==> src/rtl/map_table_ctrl.sv <==
`default_nettype none
// ============================================================================
//  Module   : map_table_ctrl
//  Purpose  : Arbitrates rename/save/restore/revert requests to the physical
//             register map table and sequences checkpoint recovery.
//  Revision : 1.0
// ============================================================================
module map_table_ctrl #(
    parameter int CHECKPOINT_COLUMNS = 4,
    parameter int FLUSH_CYCLES       = 1,
    parameter int ARCH_W             = 5,
    parameter int PHYS_W             = 7,
    parameter int ROB_W              = 6
) (
    input  logic                                  clk_i,
    input  logic                                  rst_i,
    input  logic                                  disp_valid_i,
    output logic                                  disp_ready_o,
    input  logic                                  disp_is_branch_i,
    input  logic                                  disp_writes_reg_i,
    input  logic [ARCH_W-1:0]                     disp_dest_arch_i,
    input  logic [PHYS_W-1:0]                     disp_new_phys_i,
    input  logic [ROB_W-1:0]                      disp_rob_index_i,
    input  logic                                  res_valid_i,
    input  logic                                  res_mispredict_i,
    input  logic [ROB_W-1:0]                      res_rob_index_i,
    input  logic [$clog2(CHECKPOINT_COLUMNS)-1:0] res_safe_column_i,
    output logic                                  res_restored_o,
    output logic                                  walk_req_o,
    input  logic                                  walk_valid_i,
    input  logic                                  walk_done_i,
    input  logic [ARCH_W-1:0]                     walk_arch_i,
    input  logic [PHYS_W-1:0]                     walk_safe_phys_i,
    input  logic [PHYS_W-1:0]                     walk_spec_phys_i,
    output logic [$clog2(CHECKPOINT_COLUMNS)-1:0] ckpt_column_o,
    output logic                                  prmt_rename_valid_o,
    output logic [ARCH_W-1:0]                     prmt_rename_dest_arch_o,
    output logic [PHYS_W-1:0]                     prmt_rename_dest_phys_o,
    output logic                                  prmt_revert_valid_o,
    output logic [ARCH_W-1:0]                     prmt_revert_arch_o,
    output logic [PHYS_W-1:0]                     prmt_revert_safe_phys_o,
    output logic [PHYS_W-1:0]                     prmt_revert_spec_phys_o,
    output logic                                  prmt_save_checkpoint_valid_o,
    output logic [ROB_W-1:0]                      prmt_save_checkpoint_rob_index_o,
    output logic                                  prmt_restore_checkpoint_valid_o,
    output logic                                  prmt_restore_checkpoint_speculate_failed_o,
    output logic [ROB_W-1:0]                      prmt_restore_checkpoint_rob_index_o,
    output logic [$clog2(CHECKPOINT_COLUMNS)-1:0] prmt_restore_checkpoint_safe_column_o,
    input  logic                                  prmt_restore_success_i,
    input  logic [$clog2(CHECKPOINT_COLUMNS)-1:0] prmt_save_safe_column_i
);

    localparam int LIVE_W  = $clog2(CHECKPOINT_COLUMNS);
    localparam int FLUSH_W = $clog2(FLUSH_CYCLES + 1);
    localparam logic [LIVE_W-1:0]  c_LIVE_MAX = LIVE_W'(CHECKPOINT_COLUMNS - 1);
    localparam logic [FLUSH_W-1:0] c_FLUSH    = FLUSH_W'(FLUSH_CYCLES);

    typedef enum logic [1:0] {
        S_NORMAL      = 2'd0,
        S_SAVE_RENAME = 2'd1,
        S_WALK        = 2'd2,
        S_FLUSH       = 2'd3
    } state_t;

    state_t              state_q, state_d;
    logic [LIVE_W-1:0]   live_cnt_q, live_cnt_d;
    logic [FLUSH_W-1:0]  flush_cnt_q, flush_cnt_d;
    logic [ARCH_W-1:0]   held_arch_q, held_arch_d;
    logic [PHYS_W-1:0]   held_phys_q, held_phys_d;
    logic                w_mis, w_ok, w_save;

    always_comb begin
        state_d     = state_q;
        live_cnt_d  = live_cnt_q;
        flush_cnt_d = flush_cnt_q;
        held_arch_d = held_arch_q;
        held_phys_d = held_phys_q;
        w_mis       = 1'b0;
        w_ok        = 1'b0;
        w_save      = 1'b0;
        disp_ready_o                               = 1'b0;
        res_restored_o                             = 1'b0;
        walk_req_o                                 = 1'b0;
        ckpt_column_o                              = '0;
        prmt_rename_valid_o                        = 1'b0;
        prmt_rename_dest_arch_o                    = '0;
        prmt_rename_dest_phys_o                    = '0;
        prmt_revert_valid_o                        = 1'b0;
        prmt_revert_arch_o                         = '0;
        prmt_revert_safe_phys_o                    = '0;
        prmt_revert_spec_phys_o                    = '0;
        prmt_save_checkpoint_valid_o               = 1'b0;
        prmt_save_checkpoint_rob_index_o           = '0;
        prmt_restore_checkpoint_valid_o            = 1'b0;
        prmt_restore_checkpoint_speculate_failed_o = 1'b0;
        prmt_restore_checkpoint_rob_index_o        = '0;
        prmt_restore_checkpoint_safe_column_o      = '0;

        if (!rst_i) begin
            w_ok  = res_valid_i & ~res_mispredict_i;
            // Mispredicts seen during recovery belong to already-squashed ops
            w_mis = res_valid_i & res_mispredict_i &
                    ((state_q == S_NORMAL) || (state_q == S_SAVE_RENAME));

            case (state_q)
                S_NORMAL: begin
                    if (!w_mis && disp_valid_i &&
                        !(disp_is_branch_i && (live_cnt_q == c_LIVE_MAX))) begin
                        if (disp_is_branch_i) begin
                            w_save       = 1'b1;
                            disp_ready_o = ~disp_writes_reg_i;
                            if (disp_writes_reg_i) begin
                                state_d     = S_SAVE_RENAME;
                                held_arch_d = disp_dest_arch_i;
                                held_phys_d = disp_new_phys_i;
                            end
                        end else begin
                            disp_ready_o = 1'b1;
                            if (disp_writes_reg_i) begin
                                prmt_rename_valid_o     = 1'b1;
                                prmt_rename_dest_arch_o = disp_dest_arch_i;
                                prmt_rename_dest_phys_o = disp_new_phys_i;
                            end
                        end
                    end
                end
                S_SAVE_RENAME: begin
                    if (!w_mis) begin
                        prmt_rename_valid_o     = 1'b1;
                        prmt_rename_dest_arch_o = held_arch_q;
                        prmt_rename_dest_phys_o = held_phys_q;
                        disp_ready_o            = 1'b1;
                        state_d                 = S_NORMAL;
                    end
                end
                S_WALK: begin
                    if (walk_valid_i) begin
                        prmt_revert_valid_o     = 1'b1;
                        prmt_revert_arch_o      = walk_arch_i;
                        prmt_revert_safe_phys_o = walk_safe_phys_i;
                        prmt_revert_spec_phys_o = walk_spec_phys_i;
                        if (walk_done_i) begin
                            state_d     = S_FLUSH;
                            flush_cnt_d = c_FLUSH;
                        end
                    end
                end
                S_FLUSH: begin
                    if (flush_cnt_q <= FLUSH_W'(1)) begin
                        state_d     = S_NORMAL;
                        flush_cnt_d = '0;
                    end else begin
                        flush_cnt_d = flush_cnt_q - FLUSH_W'(1);
                    end
                end
                default: state_d = S_NORMAL;
            endcase

            if (w_save) begin
                prmt_save_checkpoint_valid_o     = 1'b1;
                prmt_save_checkpoint_rob_index_o = disp_rob_index_i;
                ckpt_column_o                    = prmt_save_safe_column_i;
            end

            if (w_mis || w_ok) begin
                prmt_restore_checkpoint_valid_o            = 1'b1;
                prmt_restore_checkpoint_speculate_failed_o = w_mis;
                prmt_restore_checkpoint_rob_index_o        = res_rob_index_i;
                prmt_restore_checkpoint_safe_column_o      = res_safe_column_i;
            end

            // A save and a freed checkpoint in the same cycle cancel out
            if (w_save && !w_ok) begin
                live_cnt_d = live_cnt_q + LIVE_W'(1);
            end else if (w_ok && !w_save && (live_cnt_q != '0)) begin
                live_cnt_d = live_cnt_q - LIVE_W'(1);
            end

            if (w_mis) begin
                live_cnt_d     = '0;
                flush_cnt_d    = c_FLUSH;
                res_restored_o = prmt_restore_success_i;
                walk_req_o     = ~prmt_restore_success_i;
                state_d        = prmt_restore_success_i ? S_FLUSH : S_WALK;
            end
        end
    end

    always_ff @(posedge clk_i or posedge rst_i) begin
        if (rst_i) begin
            state_q     <= S_NORMAL;
            live_cnt_q  <= '0;
            flush_cnt_q <= '0;
            held_arch_q <= '0;
            held_phys_q <= '0;
        end else begin
            state_q     <= state_d;
            live_cnt_q  <= live_cnt_d;
            flush_cnt_q <= flush_cnt_d;
            held_arch_q <= held_arch_d;
            held_phys_q <= held_phys_d;
        end
    end

endmodule
`default_nettype wire

==> config.mk <==
export PLATFORM = sky130hd
export DESIGN_NAME = map_table_ctrl
export DESIGN_NICKNAME = d
export VERILOG_FILES = /design/src/rtl/map_table_ctrl.sv
export SDC_FILE = /design/constraint.sdc
export NUM_CORES = 1
export LEC_CHECK = 0
export ABC_AREA = 1
export ABC_CLOCK_PERIOD_IN_PS = 3600
export BUFFER_PORTS_ARGS = -buffer_cell sky130_fd_sc_hd__buf_2
export CAP_MARGIN = 20
export CORE_ASPECT_RATIO = 0.75
export CORE_UTILIZATION = 43
export DETAILED_ROUTE_END_ITERATION = 8
export GPL_ROUTABILITY_DRIVEN = 0
export HOLD_SLACK_MARGIN = 0.02
export PLACE_DENSITY = 0.86
export SKIP_CTS_REPAIR_TIMING = 1
export SYNTH_ARGS = -nofsm -noshare
export SYNTH_HDL_FRONTEND = slang
export SYNTH_SLANG_ARGS = --single-unit
==> constraint.sdc <==
create_clock -name clk_i -period 3.6 [get_ports clk_i]
set_input_delay 0.9 -clock clk_i [delete_from_list [all_inputs] [get_ports clk_i]]
set_output_delay 0.9 -clock clk_i [all_outputs]
set_load 0.01 [all_outputs]
==> out/results.tsv, run 1 <==
metric	value	unit
Die W	69.26	microns
crit path kind	input port to primary output	
Max Cap Viol	0	
ports placed on the boundary	112	
busiest grt layer	met2	
#FFs+latches synth	16	
PortBufs	111	
Initial Util	0.4730	
CP endpoint kind	primary output	
routed wire length per instance	10.11	microns
Num CTS Buffers	3	
max incr delay on CP	310	ps
layout cell share with drive strength beyond 1	0.3768	
Max IR drop VDD	0.0002146	V
crit-path cells	buf_2 -> nand2_1 -> nor2_1 -> nor2_2 -> nand4_2 -> o22ai_1 -> inv_1 -> nor2_1 -> buf_2	
Gate Count Post-Synth	245	
Placed Area	2013	sq um
1st-iter DRT viols	91	
initial antenna violation count	0	
min cycle time layout	3139	ps
global routing usage on met3	0.04808	
total chip power	942.6	uW
site row count	17	
total gr overflow	0	
area share of the largest cell type after synthesis	0.2744	
RSZ-0062 raised after global routing	false	
Fin Hold WS	522.9	ps
crit start category	input port	
dpl hpwl	3238	microns
drt pass-1 iters	4	
Worst-Skew Late Latency	250	ps
clock-pin transition on the worst setup and hold timing paths	60	ps
post-route setup TNS	0	ps
H-tree Lvls	1	
Syn-to-layout area delta	40.82	%
status	complete, no violations	
area of the mapped netlist	1459	sq um
slowest CP cell	nand4_2	
final hold violation count	0	
met2 usage	0.3447	
Critical Path RT	2700	ps
root buffer cell	clkbuf_8	
Final nets	412	
register area share after synthesis	0.2744	
largest net degree at the start of global routing	25	
Vias/cell	4.471	
final setup vio count	0	
HP Class	flop to flop	
Leak	1.422	nW
die area	3632	sq um
period utilisation layout	0.8720	
Net Count, Synth	302	
Max Clk Rate	0.3185	GHz
post-route cell area	2054	sq um
CTS Sinks	16	
WL final	3953	microns
Final ANT Viol Nets	0	
CP Buf/Inv Count	3	
fin. max-slew vios	0	
P per Cell Area	458.8	nW/um^2
max_slew headroom	0.5230	
Die Y-Extent	52.45	microns
first-pass GRT wire length	6003	microns
YS warnings	0	
CTS tree	built	
clk_skew	5.433	ps
Slew @ Worst Pin	713.5	ps
leading area contributor after synthesis	dfrtp_1	
M1 GR Usage	0.2721	
Core ar.	3084	sq um
crit path DAT	2240	ps
count of cell types in the netlist	24	
largest cells by area after synthesis	dfrtp_1 (27%), inv_1 (22%), nor2_1 (15%)	
Ant. Diodes	0	
Avg Cell Area, Syn	5.955	sq um
Worst path top cell family by delay	simple AND/OR/NAND/NOR gates	
via count	1748	
vias in the first global route	1419	
Total GRT Usage	0.2069	
Longest Clk Path Bufs	2	
critical-path maximum fanout	13	
DRC	0	
[synthesized netlist by cell type]
library cell / count
nand3_1: 7
nand4_2: 1
dfrtp_1: 16
o211ai_1: 1
o22ai_2: 1
clkbuf_1: 3
o21ai_0: 7
nor2_1: 58
o21ai_1: 1
inv_1: 85
buf_2: 1
buf_6: 3
nor2_2: 1
or2_2: 1
nand4_1: 2
nand2_1: 28
inv_2: 1
a21oi_1: 4
nand3_4: 1
o22ai_1: 11
nand3_2: 1
clkbuf_8: 1
nor4_4: 1
o21ai_2: 9
[metrics by stage]
step | setup WS [ps] | instances | util
final | 460.7 | 391 | 0.6661
after floorplan | 699.2 | 245 | -
after global placement | 550.8 | 388 | 0.6527
after detailed placement | 527.7 | 388 | 0.6527
after global routing | 298.6 | 391 | 0.6661
after CTS | 472.0 | 391 | 0.6661
[area by class of cell]
type,instances,area [sq um]
fillers,289,1030
multi-input cells,135,671.9
repair buffers,113,570.5
flip-flops and latches,16,400.4
inverters,86,322.8
well taps,38,47.55
clock buffers,3,41.29
[tightest hold or removal path: stages (launching register included)]
cell and delay, ps:
dfrtp_1 320, inv_1 50, o21ai_2 120
[flip-flops by register name, indices dropped and copies added (netlist names)]
signal       flops
held_arch_q      5
held_phys_q      7
live_cnt_q       2
state_q          2
[cells by family after synthesis]
logic type,share of synthesized area
AO/OA/AOI/OAI,0.1561
flip-flops,0.2744
buffers and inverters,0.2650
AND/OR/NAND/NOR,0.3045
[placed cells by master (no fill, tap or decap)]
master      n
inv_2       1
o21ai_1     1
clkbuf_8    3
buf_2     111
nand3_2     1
nand4_1     2
a21oi_1     4
inv_1      85
nand2_1    28
o21ai_2     9
dfrtp_1    16
nand3_4     1
nand4_2     1
o22ai_2     1
nor4_4      1
nor2_1     58
o21ai_0     7
o211ai_1    1
nand3_1     7
nor2_2      1
or2_2       1
o22ai_1    11
buf_4       2
[power breakdown]
group	switching, mW	internal, mW	leakage [nW]	total (mW)
sequential	0.0389	0.269	0.191	0.307
combinational	0.302	0.200	1.21	0.502
clock	0.0591	0.0742	0.0216	0.133
total	0.400	0.542	1.42	0.943
[final timing paths]
kind	to	slack, ps	start	cells past startpoint
setup / recovery	prmt_rename_dest_arch_o[0]	460	res_mispredict_i	9
hold / removal	held_phys_q[4]$_DFFE_PP0P_	520	held_phys_q[4]$_DFFE_PP0P_	2
setup reg to reg	held_phys_q[1]$_DFFE_PP0P_	2130	live_cnt_q[1]$_DFFE_PP0P_	6
hold reg to reg	held_phys_q[4]$_DFFE_PP0P_	520	held_phys_q[4]$_DFFE_PP0P_	2
max in group asynchronous	held_phys_q[5]$_DFFE_PP0P_	2550	rst_i	3
min in group asynchronous	held_phys_q[2]$_DFFE_PP0P_	860	rst_i	3
[layer usage]
layer	wire length [microns]	share of wire
met5	0	0
met4	21	0.0053
met3	195	0.049
met2	1931	0.49
met1	1804	0.46
Power figures use the tool's default switching activity.
==> run 2, diff against run 1 <==
--- a/config.mk
+++ b/config.mk
@@ -5,15 +5,15 @@
 export SDC_FILE = /design/constraint.sdc
 export NUM_CORES = 1
 export LEC_CHECK = 0
-export ABC_AREA = 1
 export ABC_CLOCK_PERIOD_IN_PS = 3600
 export BUFFER_PORTS_ARGS = -buffer_cell sky130_fd_sc_hd__buf_2
 export CAP_MARGIN = 20
 export CORE_ASPECT_RATIO = 0.75
-export CORE_UTILIZATION = 43
+export CORE_UTILIZATION = 41
 export DETAILED_ROUTE_END_ITERATION = 8
 export GPL_ROUTABILITY_DRIVEN = 0
 export HOLD_SLACK_MARGIN = 0.02
+export MAX_ROUTING_LAYER = met4
 export PLACE_DENSITY = 0.86
 export SKIP_CTS_REPAIR_TIMING = 1
 export SYNTH_ARGS = -nofsm -noshare
==> run 2 against run 1 <==
Net effect:
- combinational power shrank 19%
- flip-flop and latch count did not move
- largest power group unchanged
- via count decreased by 17%
- fmax increased by 6.3%
- final area decreased by 5.7%
- worst hold slack got worse by 18 ps
- clock skew is 2.4 ps lower
- core utilization is 1.1 points lower
==> out/results.tsv, run 2 <==
metric	value	unit	change
HP Start	held_arch_q[1]$_DFFE_PP0P_		
dpl cells	288		-26%
crit path DAT	2050	ps	-190 ps
count of cell types in the netlist	31		+29%
Leak	1.135	nW	-20%
Min-Delay Endpoint	held_arch_q[1]$_DFFE_PP0P_		
reg2reg end	held_phys_q[4]$_DFFE_PP0P_		
Max IR drop VDD	0.0002405	V	+12%
Gate Count Post-Synth	143		-42%
final setup vio count	0		unchanged
Die W	66.77	microns	-3.6%
DRC	0		unchanged
Ant. Diodes	0		unchanged
Total GRT Usage	0.2321		+0.02522
max_slew headroom	0.7284		+0.2054
Async SR Flop Fraction	1.000		unchanged
routed wire length per instance	12.55	microns	+24%
Post-synth top cells	and2_1 (38), nor2_1 (22), dfrtp_1 (16)		
initial antenna violation count	0		unchanged
RSZ-0062 raised after global routing	false		
Register Area	400.4	sq um	unchanged
Critical Path RT	2700	ps	about the same
FF-to-FF path depth	4		-2
register area share after synthesis	0.3104		+0.03594
Vias/cell	4.966		+11%
fin. max-slew vios	0		unchanged
YS warnings	0		unchanged
layout cell share with drive strength beyond 1	0.5433		+0.1665
Avg Cell Area, Syn	9.021	sq um	+51%
EDFF count, synth	0		unchanged
# fillers	258		-11%
total gr overflow	0		unchanged
Final ANT Viol Nets	0		unchanged
Core ar.	2957	sq um	-4.1%
Max Cap Viol	0		unchanged
Die Y-Extent	50.58	microns	-3.6%
period utilisation layout	0.8204		-0.05159
crit path kind	input port to primary output		
Max Clk Rate	0.3386	GHz	+6.3%
area of the mapped netlist	1290	sq um	-12%
root buffer cell	clkbuf_8		
max reg flops	7		unchanged
Syn-to-layout area delta	50.24	%	
PortBufs	111		unchanged
Setup WS post-layout	646.5	ps	+185.7 ps
most frequent cells in the layout	buf_2 (111), and2_1 (38), nor2_1 (22)		
largest net degree at the start of global routing	21		-16%
CP endpoint kind	primary output		
drt pass-1 iters	4		unchanged
total chip power	902.2	uW	-4.3%
Hold Path Cell Cnt	1		-1
critical-path maximum fanout	13		unchanged
first-pass GRT wire length	5761	microns	-4.0%
WL final	3664	microns	-7.3%
clock-pin transition on the worst setup and hold timing paths	60	ps	about the same
H-tree Lvls	1		unchanged
Final nets	312		-24%
CTS tree	built		
final hold violation count	0		unchanged
R2R Path Start	state_q[0]$_DFFE_PP0P_		
final cell count without fillers	292		-25%
vias in the first global route	1263		-11%
site row count	17		unchanged
Most used DFF post-synth	dfrtp_1		
area share of the largest cell type after synthesis	0.3104		+0.03594
via count	1450		-17%
Slew @ Worst Pin	405.9	ps	-307.5 ps
leading area contributor after synthesis	dfrtp_1		
ports placed on the boundary	112		unchanged
CTS Sinks	16		unchanged
P per Cell Area	465.5	nW/um^2	+1.5%
Top reg by flops	held_phys_q		
largest cells by area after synthesis	dfrtp_1 (31%), and2_1 (18%), mux2_4 (12%)		
1st-iter DRT viols	46		-49%
pre-CTS setup slack	655.5	ps	+127.9 ps
dpl hpwl	2969	microns	-8.3%
HP Class	flop to flop		
Longest Clk Path Bufs	2		unchanged
most common cell after layout, fill and taps aside	buf_2		
min cycle time layout	2954	ps	-185.7 ps
top-count cell post-synth	and2_1		
status	complete, no violations		
Reg2Reg Setup Slack	1810	ps	-320 ps
Num CTS Buffers	3		unchanged
clk_skew	3.052	ps	-2.382 ps
multi-input logic area	842.1	sq um	+25%
#FFs+latches synth	16		unchanged
Largest regs	held_phys_q x7, held_arch_q x5		
Initial Util	0.4363		-0.03671
Net Count, Synth	200		-34%
post-route setup TNS	0	ps	unchanged
Worst-Skew Late Latency	240	ps	about the same
crit start category	input port		
die area	3377	sq um	-7.0%
[run 2: cells by family (layout without fill, tap and decap cells)]
logic type / after synthesis / in the layout / share of synthesized area
multiplexers: 12 / 12 / 0.1338
flip-flops: 16 / 16 / 0.3104
buffers and inverters: 10 / 121 / 0.04171
AND/OR/NAND/NOR: 80 / 80 / 0.3676
AO/OA/AOI/OAI: 25 / 25 / 0.1465
[run 2: per-layer routing]
metal / part of all wire / vias up / global-route usage / routed length [microns]
li1: - / 717 / - / -
met1: 0.43 / 692 / 0.3001 / 1568
met2: 0.53 / 41 / 0.3721 / 1944
met3: 0.041 / 0 / 0.04318 / 151
met4: 0 / 0 / 0.06028 / 0
met5: 0 / - / - / 0
[run 2: power breakdown]
part           internal, mW  switching [mW]
logic                 0.229           0.179
registers             0.264          0.0774
clock network        0.0968          0.0555
[run 2: how the worst max path moves through the flow]
| stage | slack [ps] | cells past startpoint | end | startpoint |
|---|---|---|---|---|
| floorplan | 710 | 5 | prmt_rename_dest_arch_o[0] | res_mispredict_i |
| global placement | 670 | 7 | prmt_rename_dest_phys_o[1] | res_mispredict_i |
| detailed placement | 660 | 7 | prmt_rename_dest_phys_o[1] | res_mispredict_i |
| CTS | 640 | 7 | prmt_rename_dest_phys_o[1] | res_mispredict_i |
| global route | 490 | 7 | prmt_rename_dest_phys_o[1] | res_mispredict_i |
| finish | 650 | 7 | prmt_rename_dest_phys_o[1] | res_mispredict_i |
[run 2: critical path, stage by stage]
cell and delay (ps):
buf_2 130, and2_1 200, nor4b_2 250, buf_4 230, a22oi_1 110, nor2_1 100
buf_2 140
[run 2: layout make-up]
cell class,count,area share
clock buffers,4,0.02841
inverters,2,0.003873
multi-input cells,117,0.4345
flip-flops and latches,16,0.2066
well taps,38,0.02453
repair buffers,115,0.3021
[run 2: per-stage QoR]
step | util | hold slack [ps] | area (sq um)
after detailed placement | 0.6369 | 492.1 | 1883
after CTS | 0.6555 | 507.5 | 1938
after global routing | 0.6555 | 512.8 | 1938
final | 0.6555 | 504.5 | 1938
after floorplan | - | 480.2 | 1290
after global placement | 0.6369 | 491.6 | 1883
==> run 3, diff against run 2 <==
--- a/config.mk
+++ b/config.mk
@@ -5,16 +5,17 @@
 export SDC_FILE = /design/constraint.sdc
 export NUM_CORES = 1
 export LEC_CHECK = 0
-export ABC_CLOCK_PERIOD_IN_PS = 3600
+export ABC_AREA = 1
+export ABC_CLOCK_PERIOD_IN_PS = 2900
 export BUFFER_PORTS_ARGS = -buffer_cell sky130_fd_sc_hd__buf_2
 export CAP_MARGIN = 20
 export CORE_ASPECT_RATIO = 0.75
-export CORE_UTILIZATION = 41
+export CORE_UTILIZATION = 40
 export DETAILED_ROUTE_END_ITERATION = 8
 export GPL_ROUTABILITY_DRIVEN = 0
 export HOLD_SLACK_MARGIN = 0.02
 export MAX_ROUTING_LAYER = met4
-export PLACE_DENSITY = 0.86
+export PLACE_DENSITY = 0.81
 export SKIP_CTS_REPAIR_TIMING = 1
 export SYNTH_ARGS = -nofsm -noshare
 export SYNTH_HDL_FRONTEND = slang
==> constraint.sdc (replaced) <==
create_clock -name clk_i -period 2.9 [get_ports clk_i]
set_input_delay 0.725 -clock clk_i [delete_from_list [all_inputs] [get_ports clk_i]]
set_output_delay 0.725 -clock clk_i [all_outputs]
set_load 0.01 [all_outputs]
==> run 3 against run 2 <==
Net effect:
- final cell count is 36% higher
- core utilization fell by 3.3 points
- worst hold slack better by 16 ps
- sequential share of layout area is 1.6 points lower
- largest power group unchanged
- final area up 8.5%
- routed wire length grew 6.0%
- largest cell class unchanged
- die area up 15%
- register-to-register slack worse by 340 ps
- clock skew decreased by 2.4 ps
- critical path depth up 2
==> out/results.tsv, run 3 (synthesis results as in run 1) <==
metric	value	unit	change
Max IR drop VDD	0.0002839	V	+18%
Num CTS Buffers	3		unchanged
Hold Path Cell Cnt	2		+1
root buffer cell	clkbuf_8		
Longest Clk Path Bufs	2		unchanged
most frequent cells in the layout	buf_2 (111), inv_1 (85), nor2_1 (58)		
fin. max-slew vios	0		unchanged
PortBufs	111		unchanged
Worst-Skew Late Latency	250	ps	about the same
Total GRT Usage	0.2057		-0.02642
layout cell share with drive strength beyond 1	0.3838		-0.1596
Initial Util	0.4319		-0.004458
worst setup path endpoint	prmt_rename_dest_phys_o[5]		
Ant. Diodes	0		unchanged
max reg flops	7		unchanged
clock-pin transition on the worst setup and hold timing paths	60	ps	about the same
final hold violation count	0		unchanged
crit start category	input port		
via count	1712		+18%
Die W	71.74	microns	+7.4%
Vias/cell	4.312		-13%
first-pass GRT wire length	6106	microns	+6.0%
Slew @ Worst Pin	379.8	ps	-26.17 ps
crit path kind	input port to primary output		
HP Class	flop to flop		
Max Cap Viol	0		unchanged
Top reg by flops	held_phys_q		
Core ar.	3378	sq um	+14%
min cycle time layout	2603	ps	
most common cell after layout, fill and taps aside	buf_2		
dpl hpwl	3208	microns	+8.0%
1st-iter DRT viols	114		+150%
Syn-to-layout area delta	44.08	%	
P per Cell Area	575.1	nW/um^2	+24%
Critical Path RT	2170	ps	-530 ps
initial antenna violation count	0		unchanged
pre-CTS setup slack	200.6	ps	-455.0 ps
H-tree Lvls	1		unchanged
post-route setup TNS	0	ps	unchanged
reg2reg end	held_arch_q[2]$_DFFE_PP0P_		
CTS Sinks	16		unchanged
Setup crit start	res_mispredict_i		
RSZ-0062 raised after global routing	false		
largest net degree at the start of global routing	25		+19%
total gr overflow	0		unchanged
period utilisation layout	0.8976		
WL final	3884	microns	+6.0%
routed wire length per instance	9.783	microns	-22%
Reg2Reg Setup Slack	1470	ps	-340 ps
Max Clk Rate	0.3842	GHz	
FF-to-FF path depth	5		+1
final setup vio count	0		unchanged
die area	3895	sq um	+15%
critical-path maximum fanout	13		unchanged
drt pass-1 iters	4		unchanged
DRC	0		unchanged
ports placed on the boundary	112		unchanged
vias in the first global route	1384		+9.6%
CTS tree	built		
R2R Path Start	live_cnt_q[1]$_DFFE_PP0P_		
Die Y-Extent	54.30	microns	+7.4%
crit path DAT	1880	ps	-170 ps
clk_skew	0.6108	ps	-2.441 ps
site row count	18		+1
CP endpoint kind	primary output		
post-layout util	0.6222		-0.03330
Leak	1.441	nW	+27%
Largest regs	held_phys_q x7, held_arch_q x5		
max_slew headroom	0.7468		+0.01845
Final nets	415		+33%
status	complete, no violations		
Setup WS post-layout	297.1	ps	-349.4 ps
Final ANT Viol Nets	0		unchanged
==> run 3: worst max-delay path, cell delays in order <==
cell and delay, ps:
buf_2 130, nand2_1 100, nor2_1 80, nor2_2 170
nand4_4 220, o22ai_1 190, inv_1 60, nor2_1 70
buf_2 140
==> run 3: how the worst min path moves through the flow <==
stage	start	to	slack, ps
finish	held_phys_q[1]$_DFFE_PP0P_	held_phys_q[1]$_DFFE_PP0P_	520
CTS	held_phys_q[5]$_DFFE_PP0P_	held_phys_q[5]$_DFFE_PP0P_	520
detailed placement	held_phys_q[5]$_DFFE_PP0P_	held_phys_q[5]$_DFFE_PP0P_	510
global placement	held_phys_q[5]$_DFFE_PP0P_	held_phys_q[5]$_DFFE_PP0P_	500
floorplan	state_q[0]$_DFFE_PP0P_	state_q[0]$_DFFE_PP0P_	490
global route	held_arch_q[0]$_DFFE_PP0P_	held_arch_q[0]$_DFFE_PP0P_	550
==> run 3: cell type report <==
type | count | area, sq um
fill | 310 | 1276
multi-input combinational | 135 | 680.7
timing repair buffer | 116 | 593.1
sequential | 16 | 400.4
inverter | 86 | 322.8
clock buffer | 4 | 55.05
tap | 40 | 50.05
==> run 3: power breakdown <==
part / switching (mW) / total (mW) / internal (mW)
clock: 0.0778 / 0.198 / 0.120
sequential: 0.0484 / 0.381 / 0.333
combinational: 0.371 / 0.629 / 0.258
total: 0.497 / 1.21 / 0.712
==> run 3: per-layer routing <==
metal | global-route usage | part of all wire
met5 | - | 0
met2 | 0.2972 | 0.47
met3 | 0.04420 | 0.051
met1 | 0.2887 | 0.47
met4 | 0.05882 | 0.0098
==> run 3: through the flow <==
stage	instance area, sq um	cells	power (mW)	hold slack [ps]
floorplan	1459	245	0.8271	485.8
global placement	2038	393	0.9989	501.4
detailed placement	2038	393	1.011	508.0
CTS	2093	397	1.210	521.7
global route	2102	397	1.322	550.4
finish	2102	397	1.209	520.7
